**src/rtl/mdu_if.sv**
```systemverilog
// Request/response bundle for the iterative multiply/divide unit.
// master: issuing pipeline stage; slave: the MDU itself.
interface mdu_if #(
    parameter int XLEN  = 32,
    parameter int TAG_W = 5
);
    logic             flush;
    logic             in_valid;
    logic             in_ready;
    logic [2:0]       in_op;
    logic [XLEN-1:0]  in_a;
    logic [XLEN-1:0]  in_b;
    logic [TAG_W-1:0] in_tag;
    logic             out_valid;
    logic             out_ready;
    logic [XLEN-1:0]  out_result;
    logic [TAG_W-1:0] out_tag;
    logic             busy;

    modport master (
        output flush, in_valid, in_op, in_a, in_b, in_tag, out_ready,
        input  in_ready, out_valid, out_result, out_tag, busy
    );

    modport slave (
        input  flush, in_valid, in_op, in_a, in_b, in_tag, out_ready,
        output in_ready, out_valid, out_result, out_tag, busy
    );
endinterface

```
**src/rtl/mdu_iterative.sv**
```systemverilog
// Multi-cycle RV32M/RV64M multiply/divide unit.
// Multiply: radix-2 shift-add over XLEN iterations plus one sign-fix cycle.
// Divide: restoring division over XLEN iterations plus one sign-fix cycle.
// Divide-by-zero and signed overflow bypass iteration (latency 1).
// Optional: define MDU_FAST_MUL_EN to replace the iterative multiply with a
// single registered multiplier (latency 1); divide path is unchanged.
module mdu_iterative #(
    parameter int XLEN  = 32,
    parameter int TAG_W = 5
) (
    input  logic  clk,
    input  logic  rst,
    mdu_if.slave  bus
);
    localparam int CNT_W = $clog2(XLEN + 1);
    localparam logic [XLEN-1:0] SMIN = {1'b1, {(XLEN-1){1'b0}}};

    typedef enum logic [1:0] {IDLE, MUL, DIV, DONE} state_t;

    state_t           st;
    logic [2:0]       op_q;
    logic [TAG_W-1:0] tag_q;
    logic [XLEN-1:0]  acc_hi;    // product high half / partial remainder
    logic [XLEN-1:0]  acc_lo;    // multiplier -> product low half / dividend -> quotient
    logic [XLEN-1:0]  b_q;       // |b|
    logic [CNT_W-1:0] cnt;
    logic             neg_q;     // product or quotient must be negated
    logic             neg_r;     // remainder must be negated
    logic             special_q; // precomputed divide corner result sits in acc_lo

    // operand signedness by funct3: MULH, MULHSU, DIV, REM treat a as signed;
    // only MULH, DIV, REM treat b as signed
    logic a_is_s, b_is_s, sgn_a, sgn_b;
    assign a_is_s = (bus.in_op == 3'd1) || (bus.in_op == 3'd2) ||
                    (bus.in_op == 3'd4) || (bus.in_op == 3'd6);
    assign b_is_s = (bus.in_op == 3'd1) || (bus.in_op == 3'd4) || (bus.in_op == 3'd6);
    assign sgn_a  = a_is_s & bus.in_a[XLEN-1];
    assign sgn_b  = b_is_s & bus.in_b[XLEN-1];

    logic [XLEN-1:0] a_mag, b_mag;
    assign a_mag = sgn_a ? -bus.in_a : bus.in_a;
    assign b_mag = sgn_b ? -bus.in_b : bus.in_b;

    // divide corner cases resolved at accept time
    logic            div_zero, div_ovf, special;
    logic [XLEN-1:0] special_res;
    assign div_zero    = bus.in_op[2] && (bus.in_b == '0);
    assign div_ovf     = bus.in_op[2] && !bus.in_op[0] &&
                         (bus.in_a == SMIN) && (bus.in_b == '1);
    assign special     = div_zero || div_ovf;
    assign special_res = div_zero ? (bus.in_op[1] ? bus.in_a : '1)
                                  : (bus.in_op[1] ? '0 : bus.in_a);

    // one restoring-division step: shift in next dividend bit, trial subtract
    logic [XLEN:0] div_sh;
    logic          div_ok;
    assign div_sh = {acc_hi, acc_lo[XLEN-1]};
    assign div_ok = div_sh >= {1'b0, b_q};

    // final product: iterative accumulator or single multiplier
    logic [2*XLEN-1:0] mul_prod, mul_sgn;
`ifdef MDU_FAST_MUL_EN
    assign mul_prod = {{XLEN{1'b0}}, acc_lo} * {{XLEN{1'b0}}, b_q};
`else
    logic [XLEN:0] mul_sum;
    assign mul_sum  = {1'b0, acc_hi} + (acc_lo[0] ? {1'b0, b_q} : '0);
    assign mul_prod = {acc_hi, acc_lo};
`endif
    assign mul_sgn = neg_q ? -mul_prod : mul_prod;

    logic [XLEN-1:0] mul_res, div_res;
    assign mul_res = (op_q == 3'd0) ? mul_sgn[XLEN-1:0] : mul_sgn[2*XLEN-1:XLEN];
    assign div_res = op_q[1] ? (neg_r ? -acc_hi : acc_hi)
                             : (neg_q ? -acc_lo : acc_lo);

    // control FSM and datapath; all outputs registered
    always_ff @(posedge clk or posedge rst) begin
        if (rst) begin
            st             <= IDLE;
            op_q           <= '0;
            tag_q          <= '0;
            acc_hi         <= '0;
            acc_lo         <= '0;
            b_q            <= '0;
            cnt            <= '0;
            neg_q          <= 1'b0;
            neg_r          <= 1'b0;
            special_q      <= 1'b0;
            bus.in_ready   <= 1'b1;
            bus.out_valid  <= 1'b0;
            bus.out_result <= '0;
            bus.out_tag    <= '0;
            bus.busy       <= 1'b0;
        end else if (bus.flush && st != IDLE) begin
            st            <= IDLE;
            bus.out_valid <= 1'b0;
            bus.in_ready  <= 1'b1;
            bus.busy      <= 1'b0;
        end else begin
            case (st)
                IDLE: begin
                    if (bus.in_valid && !bus.flush) begin
                        op_q         <= bus.in_op;
                        tag_q        <= bus.in_tag;
                        acc_hi       <= '0;
                        acc_lo       <= special ? special_res : a_mag;
                        b_q          <= b_mag;
                        cnt          <= '0;
                        neg_q        <= sgn_a ^ sgn_b;
                        neg_r        <= sgn_a;
                        special_q    <= special;
                        st           <= bus.in_op[2] ? DIV : MUL;
                        bus.in_ready <= 1'b0;
                        bus.busy     <= 1'b1;
                    end
                end
                MUL: begin
`ifdef MDU_FAST_MUL_EN
                    bus.out_result <= mul_res;
                    bus.out_tag    <= tag_q;
                    bus.out_valid  <= 1'b1;
                    st             <= DONE;
`else
                    if (cnt == CNT_W'(XLEN)) begin
                        bus.out_result <= mul_res;
                        bus.out_tag    <= tag_q;
                        bus.out_valid  <= 1'b1;
                        st             <= DONE;
                    end else begin
                        {acc_hi, acc_lo} <= {mul_sum, acc_lo[XLEN-1:1]};
                        cnt              <= cnt + CNT_W'(1);
                    end
`endif
                end
                DIV: begin
                    if (special_q) begin
                        bus.out_result <= acc_lo;
                        bus.out_tag    <= tag_q;
                        bus.out_valid  <= 1'b1;
                        st             <= DONE;
                    end else if (cnt == CNT_W'(XLEN)) begin
                        bus.out_result <= div_res;
                        bus.out_tag    <= tag_q;
                        bus.out_valid  <= 1'b1;
                        st             <= DONE;
                    end else begin
                        acc_hi <= div_ok ? XLEN'(div_sh - {1'b0, b_q}) : XLEN'(div_sh);
                        acc_lo <= {acc_lo[XLEN-2:0], div_ok};
                        cnt    <= cnt + CNT_W'(1);
                    end
                end
                DONE: begin
                    if (bus.out_ready) begin
                        st            <= IDLE;
                        bus.out_valid <= 1'b0;
                        bus.in_ready  <= 1'b1;
                        bus.busy      <= 1'b0;
                    end
                end
                default: st <= IDLE;
            endcase
        end
    end
endmodule

```
**src/flat_wrapper.sv**
```systemverilog
// flat-port wrapper written by rule: the top's interface ports become plain ports
module mdu_iterative_flat 
#(
    parameter int XLEN  = 32,
    parameter int TAG_W = 5
)
  (clk, rst, bus_flush, bus_in_valid, bus_in_op, bus_in_a, bus_in_b, bus_in_tag, bus_out_ready, bus_in_ready, bus_out_valid, bus_out_result, bus_out_tag, bus_busy);
  mdu_if #(.XLEN(XLEN), .TAG_W(TAG_W)) bus_i ();
  input  logic clk;
  input  logic rst;
  input wire logic [$bits(bus_i.flush)-1:0] bus_flush;
  input wire logic [$bits(bus_i.in_valid)-1:0] bus_in_valid;
  input wire logic [$bits(bus_i.in_op)-1:0] bus_in_op;
  input wire logic [$bits(bus_i.in_a)-1:0] bus_in_a;
  input wire logic [$bits(bus_i.in_b)-1:0] bus_in_b;
  input wire logic [$bits(bus_i.in_tag)-1:0] bus_in_tag;
  input wire logic [$bits(bus_i.out_ready)-1:0] bus_out_ready;
  output wire logic [$bits(bus_i.in_ready)-1:0] bus_in_ready;
  output wire logic [$bits(bus_i.out_valid)-1:0] bus_out_valid;
  output wire logic [$bits(bus_i.out_result)-1:0] bus_out_result;
  output wire logic [$bits(bus_i.out_tag)-1:0] bus_out_tag;
  output wire logic [$bits(bus_i.busy)-1:0] bus_busy;
  assign bus_i.flush = bus_flush;
  assign bus_i.in_valid = bus_in_valid;
  assign bus_i.in_op = bus_in_op;
  assign bus_i.in_a = bus_in_a;
  assign bus_i.in_b = bus_in_b;
  assign bus_i.in_tag = bus_in_tag;
  assign bus_i.out_ready = bus_out_ready;
  assign bus_in_ready = bus_i.in_ready;
  assign bus_out_valid = bus_i.out_valid;
  assign bus_out_result = bus_i.out_result;
  assign bus_out_tag = bus_i.out_tag;
  assign bus_busy = bus_i.busy;
  mdu_iterative #(.XLEN(XLEN), .TAG_W(TAG_W)) u_core (.clk(clk), .rst(rst), .bus(bus_i));
endmodule
```
**config.mk**
```make
export PLATFORM = sky130hd
export DESIGN_NAME = mdu_iterative_flat
export DESIGN_NICKNAME = d
export VERILOG_FILES = /design/src/rtl/mdu_if.sv /design/src/rtl/mdu_iterative.sv /design/src/flat_wrapper.sv
export SDC_FILE = /design/constraint.sdc
export NUM_CORES = 1
export LEC_CHECK = 0
export ABC_AREA = 1
export BUFFER_PORTS_ARGS = -buffer_cell sky130_fd_sc_hd__buf_4
export CAP_MARGIN = 20
export CORE_UTILIZATION = 26
export DETAILED_ROUTE_END_ITERATION = 8
export GPL_TIMING_DRIVEN = 0
export PLACE_DENSITY_LB_ADDON = 0.15
export SKIP_LAST_GASP = 1
export SYNTH_ARGS = -nofsm -noshare
export SYNTH_HDL_FRONTEND = slang
export SYNTH_SLANG_ARGS = --single-unit
```
**constraint.sdc**
```tcl
create_clock -name clk -period 9.2 [get_ports clk]
set_input_delay 1.84 -clock clk [delete_from_list [all_inputs] [get_ports clk]]
set_output_delay 1.84 -clock clk [all_outputs]
set_load 0.03 [all_outputs]
```
# ---- Word-level counts from Yosys, hierarchy flattened
# Index checks and enable logic that the tools add are counted.
dict set report totals {
  word_cells 129
  inputBits 77
  register_bits 155
  output_inout_bits 40
}
dict set report classes {
  n_eq_ne 18
  muxes 53
  reduce_logical 30
  bitwise 4
  n_lt_le_gt_ge 1
  add_sub_neg 8
}
# op n
set ops {}
lappend ops {{32-bit 2-to-1 mux} 23}
lappend ops {{32-bit case mux with 3 select lines} 2}
lappend ops {{32-bit negation} 4}
lappend ops {{32-bit equality test, second input constant} 2}
lappend ops {{64-bit 2-to-1 mux} 1}
lappend ops {{64-bit negation} 1}
lappend ops {{32-bit case mux with 2 select lines} 1}
lappend ops {{32-bit by 32-bit adder with 33-bit output} 1}
lappend ops {{33-bit by 32-bit greater-or-equal comparator with 1-bit output} 1}
lappend ops {{32-bit logical NOT} 1}
lappend ops {{32-bit subtractor} 1}
lappend ops {{6-bit 2-to-1 mux} 3}
lappend ops {{6-bit case mux with 3 select lines} 1}
lappend ops {{2-bit 2-to-1 mux} 6}
lappend ops {{5-bit 2-to-1 mux} 2}
lappend ops {{5-bit case mux with 2 select lines} 1}
lappend ops {{1-bit 2-to-1 mux} 9}
lappend ops {{2-bit case mux with 4 select lines} 1}
lappend ops {{4-bit AND reduction} 2}
lappend ops {{6-bit by 1-bit adder with 6-bit output, second input constant} 1}
lappend ops {{3-bit equality test, second input constant} 2}
lappend ops {{6-bit equality test, second input constant} 1}
lappend ops {{1-bit logical AND} 6}
lappend ops {{1-bit logical OR} 6}
lappend ops {{other kinds (22)} 35}

# ---- Longest topological paths before layout
# Gate-level depths: netlist of run 1.
dict set report depth {
  ltp_word 9
  ltp_mapped 21
  mapped_depth_nobuf 19
}

# ---- Worst setup path before layout of run 1
# No wires, ideal clock.
dict set report synth_path {
  path_kind {input port to flip-flop}
  start {input port bus_in_a[1]}
  end {register u_core.acc_lo[1]}
  path_stages 14
  t_arrival_ps 3121
  setup_ps 116
  path_slack_ps 5962
  required_time_ps 9084
  n_path_buf 1
  path_cell_list {inv_1 > ha_1 > nand3_1 > nor2_1 > nand2_1 > nor2_1 > nand3_1 > clkbuf_1 > nand3_1 > nand2_1 > inv_1 > nand2_1 > nand2_1 > nand2_1}
}
dict set report synth_via {
  elab_chain_len 7
  elab_cells_between_ends 12
  classes_between {add/sub: 1; eq/ne: 1; mux: 7; reduce/logical: 3}
}
# element line
set synth_rtl {}
lappend synth_rtl {{from (decl)} flat_wrapper.sv:14} ;# input wire logic [$bits(bus_i.in_a)-1:0] bus_in_a;
lappend synth_rtl {{parallel branches: the longest is 4 deep, another holds 32-bit negation} --}
lappend synth_rtl {{32-bit 2-to-1 mux (*)} mdu_iterative.sv:106} ;# acc_lo <= special ? special_res : a_mag;
lappend synth_rtl {{32-bit 2-to-1 mux (*)} mdu_iterative.sv:102} ;# if (bus.in_valid && !bus.flush) begin
lappend synth_rtl {{32-bit case mux with 3 select lines (*)} mdu_iterative.sv:100} ;# case (st)
lappend synth_rtl {{to (signal assigned)} mdu_iterative.sv:106}
lappend synth_rtl {{to (signal assigned)} mdu_iterative.sv:130} ;# {acc_hi, acc_lo} <= {mul_sum, acc_lo[XLEN-1:1]};
lappend synth_rtl {{to (signal assigned)} mdu_iterative.sv:148} ;# acc_lo <= {acc_lo[XLEN-2:0], div_ok};
lappend synth_rtl {{to (decl)} mdu_iterative.sv:24} ;# logic [XLEN-1:0] acc_lo;
# Every way passes the cells marked *. The select of a mux whose other input is x is not followed.
# A chain may end at the register's enable or synchronous reset.

# ---- Final worst setup path of run 1
dict set report layout_path {
  start {input port bus_flush}
  end {register u_core.bus.out_result[3]}
}
dict set report layout_via {
  elab_chain_len 3
}
# element line
set layout_rtl {}
lappend layout_rtl {{from (decl)} flat_wrapper.sv:11} ;# input wire logic [$bits(bus_i.flush)-1:0] bus_flush;
lappend layout_rtl {{1-bit logical AND} mdu_iterative.sv:94} ;# end else if (bus.flush && st != IDLE) begin
lappend layout_rtl {{1-bit inverter (no source line)} --}
lappend layout_rtl {{4-bit AND reduction (no source line)} --}
lappend layout_rtl {{to (signal assigned)} mdu_iterative.sv:125} ;# bus.out_result <= mul_res;
lappend layout_rtl {{to (signal assigned)} mdu_iterative.sv:137} ;# bus.out_result <= acc_lo;
lappend layout_rtl {{to (signal assigned)} mdu_iterative.sv:142} ;# bus.out_result <= div_res;
lappend layout_rtl {{to (decl)} mdu_if.sv:27} ;# output in_ready, out_valid, out_result, out_tag, busy
# No other way between the ends.

==> results.cfg, run 1 <==
[timing]
min_period_over_period_pct = 39.8
min_period_ns = 3.66
rsz0062_at_grt = no
setup_tns_ns = 0
fmax_ghz = 0.273
slew_violations = 0
worst_slew_pin_slew_ns = 1.20
relSlewSlack_pct = 19.7
setup_viol = 0
holdWs_ns = 0.476
finalHoldViolations = 0
finClkSkew_ns = 0.0228

[synth]
ys_dominant_reg_cell = dfrtp_1
syn_area_sq_um = 19100
synth_mux_area_share_pct = 0.294
synth_common_cells = nand2_1, inv_1, nand3_1
synthesis.nets = 3543
synthAdderAreaFrac_pct = 5.25
synth-seq-area-share_pct = 20.3
synth_top_family_by_area = simple AND/OR/NAND/NOR gates
async_reset_ff_share_pct = 100
synth-seq-cells = 155
syn_inst = 3387
yosys.cell_count.top_type = nand2_1
synth-edff-count = 0
synth_top_area_share_pct = 21.4
yosys.area_share.xor_xnor_pct = 2.70
synth-simple-area-share_pct = 46.6
synth.area.top_cells = nand2_1, dfrtp_1, nand3_1
synth_warnings = 0
syn_area_per_cell_sq_um = 5.65
synthDistinctLibCells = 57
yosysTopAreaCell = nand2_1
synth_compound_area_share_pct = 12.5

[worst_setup_path]
path_class = in2reg
cp.arrival_ns = 4.03
critPathTopFamily = buffers and inverters
crit_chain = buf_4, nand2_1, inv_1, nor2_1, nand2_1, inv_2, clkbuf_1, o211ai_1, a21oi_1, nor2_1
end_kind = flip-flop
crit_buf_inv = 4
crit_path_start_kind = input port
cp_max_fo = 10
crit_path_max_incr_delay_ns = 0.51
cp_slowest_cell = clkbuf_1
crit_required_ns = 9.56

[power_and_ir_drop]
p_clk_share_pct = 10.1
swShare_pct = 60.9
vdd_drop_max_mv = 0.171
p_leak_uw = 0.0116
p_seq_share_pct = 18.3
combPwrFrac_pct = 71.7
p_int_uw = 2960
powerDensity_nw_per_um2 = 346
switchingPower_uw = 4610

[cts]
postCtsSetupRepairBufs = 0
clk_latency_ns = 0.50
h-tree-depth = 4
cts_root_buf = clkbuf_16
cts_inserted_buffers = 17
ctsHoldBuffers = 0
cts_tree = done
cts_resized = 0
cts.sinks = 155
path_clk_slew_ns = 0.07
cts.path.max_buffers = 2

[floorplanning]
io_pins = 117
die_x_um = 273
die_h_um = 273
design.die.area_sq_um = 74700
coreArea_sq_um = 72800
rows = 99
start_util_pct = 26.3

[global_route]
overflow = 0
grt_pass1_wl_um = 138000
grt_max_degree = 113
grt_pass1_vias = 21325
grt_usage_pct = 25.1
antenna_found_initial = 0

[drt]
drt_iter0_markers = 2014
antenna_left = 0
vias_per_cell = 5.04
drt-pass1-iter-count = 8
wl_per_cell_um = 20.9
totalWireLength_um = 94000
drcViolationCount = 0
route.vias.total = 22648

[run_status]
status = finished, final reports clean

[job]
cap_violations = 0

[place]
port_buffers = 116
gp_congestion = 1.00
place_area_sq_um = 21200
placed_cells = 4463
dpl.hpwl_um = 78000

[final_layout]
antennaDiodeCount = 0
finalInstanceArea_sq_um = 21800
final_util_pct = 30.0
final_nets = 3679
areaGrowthSynthToFinish_pct = 14.2
drive_above_1_share_pct = 8.26
final_cells = 4494

[min_path]
hp-class = reg2reg
power by group through the flow:
| stage | combinational, uW | clock [uW] | sequential, uW |
|---|---|---|---|
| 2_1_floorplan | 3360 | 0 | 1350 |
| 3_3_place_gp | 5350 | 0 | 1380 |
| 3_5_place_dp | 5330 | 0 | 1380 |
| 4_1_cts | 5350 | 781 | 1370 |
| 5_1_grt | 5940 | 809 | 1410 |
| 6_report | 5420 | 763 | 1380 |
final timing paths:
path | from | cells past startpoint | end | slack, ns
worst min-delay path | u_core.tag_q[0]$_DFFE_PP0P_ | 2 | u_core.tag_q[0]$_DFFE_PP0P_ | 0.48
worst max-delay path | bus_flush | 10 | u_core.bus.out_result[3]$_DFFE_PP0P_ | 5.54
max in group asynchronous | rst | 3 | u_core.bus.out_result[14]$_DFFE_PP0P_ | 6.94
min in group asynchronous | rst | 2 | u_core.cnt[0]$_DFFE_PP0P_ | 1.33
worst min register to register | u_core.tag_q[0]$_DFFE_PP0P_ | 2 | u_core.tag_q[0]$_DFFE_PP0P_ | 0.48
worst max register to register | u_core.acc_lo[0]$_DFFE_PP0P_ | 21 | u_core.acc_hi[27]$_DFFE_PP0P_ | 5.60
per-stage QoR:
step | power (uW) | setup slack, ns
after floorplan | 4710 | 3.18
after global placement | 6730 | 0.784
after detailed placement | 6710 | 5.08
after CTS | 7500 | 5.61
after global routing | 8160 | 5.23
final | 7570 | 5.54
registers in the layout, summed over array words and instances, names as in the netlist:
name,flops
u_core.acc_hi,32
u_core.acc_lo,32
u_core.b_q,32
u_core.bus.busy,1
u_core.bus.in_ready,1
u_core.bus.out_result,32
u_core.bus.out_tag,5
u_core.bus.out_valid,1
u_core.cnt,6
u_core.neg_q,1
u_core.neg_r,1
u_core.op_q,3
u_core.special_q,1
u_core.st,2
u_core.tag_q,5
routing by layer:
metal	part of all wire [%]	track usage [%]
met1	46	34.1
met2	46	40.9
met3	5.9	3.17
met4	2.8	8.32
met5	0	0
cell families (layout without fill, tap and decap cells):
group	after synthesis	count (layout)
AOI/OAI and AO/OA	424	424
xor gates and xnor gates	59	59
adders and majority gates	79	79
buffers and inverters	592	740
DFF	155	155
muxes	5	5
and+or+nand+nor	2073	2073
layout make-up:
type / instances / area, sq um
Buffer: 122 / 612
Clock buffer: 17 / 425
Clock inverter: 14 / 176
Fill cell: 8571 / 51000
Inverter: 470 / 1770
Multi-Input combinational cell: 2640 / 12900
Sequential cell: 155 / 3880
Tap cell: 959 / 1200
Timing Repair Buffer: 117 / 898
cell usage in the layout (no fill, tap or decap), drive strengths merged:
master  count
a21boi      3
a21o        1
a21oi     146
a221oi     33
a22oi       1
a31oi       5
and2        7
and3        3
buf       173
bufinv      2
clkbuf     83
clkinv      9
dfrtp     154
dfstp       1
fa          2
ha         77
inv       473
mux2        5
nand2    1107
nand3     413
nand3b     12
nand4      65
nor2      419
nor3       37
nor3b       1
nor4        3
o211ai     10
o21a        4
o21ai     199
o21bai     14
o221ai      1
o22ai       5
o31ai       1
o32ai       1
or2         6
xnor2      16
xor2       43
tightest hold or removal path, stage by stage, from the launching register on:
cell     delay (ns)
dfrtp_1        0.34
nand2_1        0.05
nand2_1        0.05
Power figures use the tool's default switching activity.
==> run 2, diff against run 1 <==
Clock period 9.2 ns to 3.37 ns, I/O delays scaled along.
==> results.cfg, run 2 (same netlist as run 1, synthesis figures left out) <==
[run_status]
status = finished, final reports clean

[floorplanning]
die_h_um = 273
die_x_um = 273
rows = 99
design.die.area_sq_um = 74700
start_util_pct = 26.3
io_pins = 117
coreArea_sq_um = 72800

[global_route]
overflow = 0
antenna_found_initial = 0
grt_pass1_vias = 21659
grt_max_degree = 39
grt_pass1_wl_um = 139000
grt_usage_pct = 25.1

[drt]
drt_iter0_markers = 1965
drt-pass1-iter-count = 6
wl_per_cell_um = 20.8
antenna_left = 0
route.vias.total = 22549
drcViolationCount = 0
vias_per_cell = 5.01
totalWireLength_um = 93700

[worst_setup_path]
end_kind = flip-flop
r2r_setup_slack_ns = 0.19
cp.arrival_ns = 3.57
cp_max_fo = 10
crit_path_start_kind = flip-flop
crit_required_ns = 3.76
path_class = reg2reg

[cts]
path_clk_slew_ns = 0.07
cts_root_buf = clkbuf_16
cts.path.max_buffers = 2
ctsHoldBuffers = 0
cts.sinks = 155
h-tree-depth = 4
postCtsSetupRepairBufs = 0
cts_inserted_buffers = 17
cts_tree = done
clk_latency_ns = 0.51

[final_layout]
finalInstanceArea_sq_um = 21900
final_nets = 3681
areaGrowthSynthToFinish_pct = 14.4
drive_above_1_share_pct = 8.42
final_util_pct = 30.0
final_common_cell = nand2_1
mostFrequentLayoutCells = nand2_1, inv_1, nand3_1

[place]
dpl.hpwl_um = 77700
port_buffers = 116
place_area_sq_um = 21300
gp_congestion = 0.991

[min_path]
hp-class = in2async

[timing]
min_period_ns = 3.18
min_period_over_period_pct = 94.3
slew_violations = 0
worst_slew_pin_slew_ns = 1.20
finalHoldViolations = 0
fmax_ghz = 0.315
setup_viol = 0
rsz0062_at_grt = no
finClkSkew_ns = 0.0210
relSlewSlack_pct = 19.3

[job]
cap_violations = 0

[power_and_ir_drop]
p_leak_uw = 0.0116
vdd_drop_max_mv = 0.534
powerDensity_nw_per_um2 = 939
## run 2: changes by cell type in the layout (fill, tap and decap cells not counted), sizes merged
cell / delta
buf: +2
bufinv: -1
clkinv: -1
clkinvlp: +3
diode: +1
## run 2: what timing repair did
action,4_1_cts,5_1_grt
endpoints found under the hold margin,0,0
endpoints found under the setup margin,11,12
gates resized for setup,0,5
## run 2: final timing paths
check                                              start                                    end  depth (start not counted)
setup / recovery           u_core.acc_hi[24]$_DFFE_PP0P_          u_core.acc_hi[25]$_DFFE_PP0P_                         15
hold / removal                                       rst  u_core.bus.out_result[26]$_DFFE_PP0P_                          2
setup reg to reg           u_core.acc_hi[24]$_DFFE_PP0P_          u_core.acc_hi[25]$_DFFE_PP0P_                         15
hold reg to reg              u_core.tag_q[0]$_DFFE_PP0P_            u_core.tag_q[0]$_DFFE_PP0P_                          2
max in group asynchronous                            rst        u_core.bus.in_ready$_DFFE_PP1P_                          4
min in group clk                           bus_in_tag[1]            u_core.tag_q[1]$_DFFE_PP0P_                          3
## run 2: metrics by stage
step / hold slack (ns) / total power [uW] / instances / worst slack (ns) / TNS, ns
finish: 0.344 / 20500 / 4498 / 0.194 / 0
global route: 0.355 / 22100 / 4497 / 0.0275 / 0
CTS: 0.332 / 20400 / 4497 / 0.0721 / 0
detailed placement: 0.462 / 18200 / 4466 / -0.290 / -2.16
global placement: 0.463 / 18300 / 4462 / -0.730 / -108.17
floorplan: 0.445 / 12900 / 3387 / 0.729 / 0
## run 2: layout make-up
class / count / area (sq um)
timing repair buffer: 120 / 951
fill: 8604 / 50900
clock inverter: 15 / 173
tap: 959 / 1200
sequential: 155 / 3880
antenna: 1 / 2.50
multi-input combinational: 2640 / 12900
inverter: 470 / 1770
clock buffer: 17 / 425
buffer: 121 / 612
## run 2: critical path: stages (launching register included)
cell and delay, ns:
dfrtp_1 0.57, ha_1 0.49, nand2_1 0.13, nor2_1 0.38, nand2_1 0.09, nor2_1 0.16
nand2_1 0.11, nor2_2 0.10, nor2_2 0.07, nand2_2 0.20, buf_4 0.25, nand3_1 0.16
nand2_1 0.14, nand2_1 0.09, nand2_1 0.08, nand2_1 0.05
## run 2: metal layers
metal | wire length, um | GRT usage [%]
met5 | 0 | 0
met4 | 3160 | 9.16
met3 | 5300 | 2.69
met2 | 42200 | 40.7
met1 | 43000 | 34.1
## run 2: power breakdown
part / switching (uW) / total [uW] / internal, uW / leakage, uW
Combinational: 10400 / 14700 / 4310 / 0.00938
Sequential: 1130 / 3770 / 2640 / 0.00195
Clock: 1040 / 2100 / 1060 / 0.000287
Total: 12500 / 20500 / 8010 / 0.0116
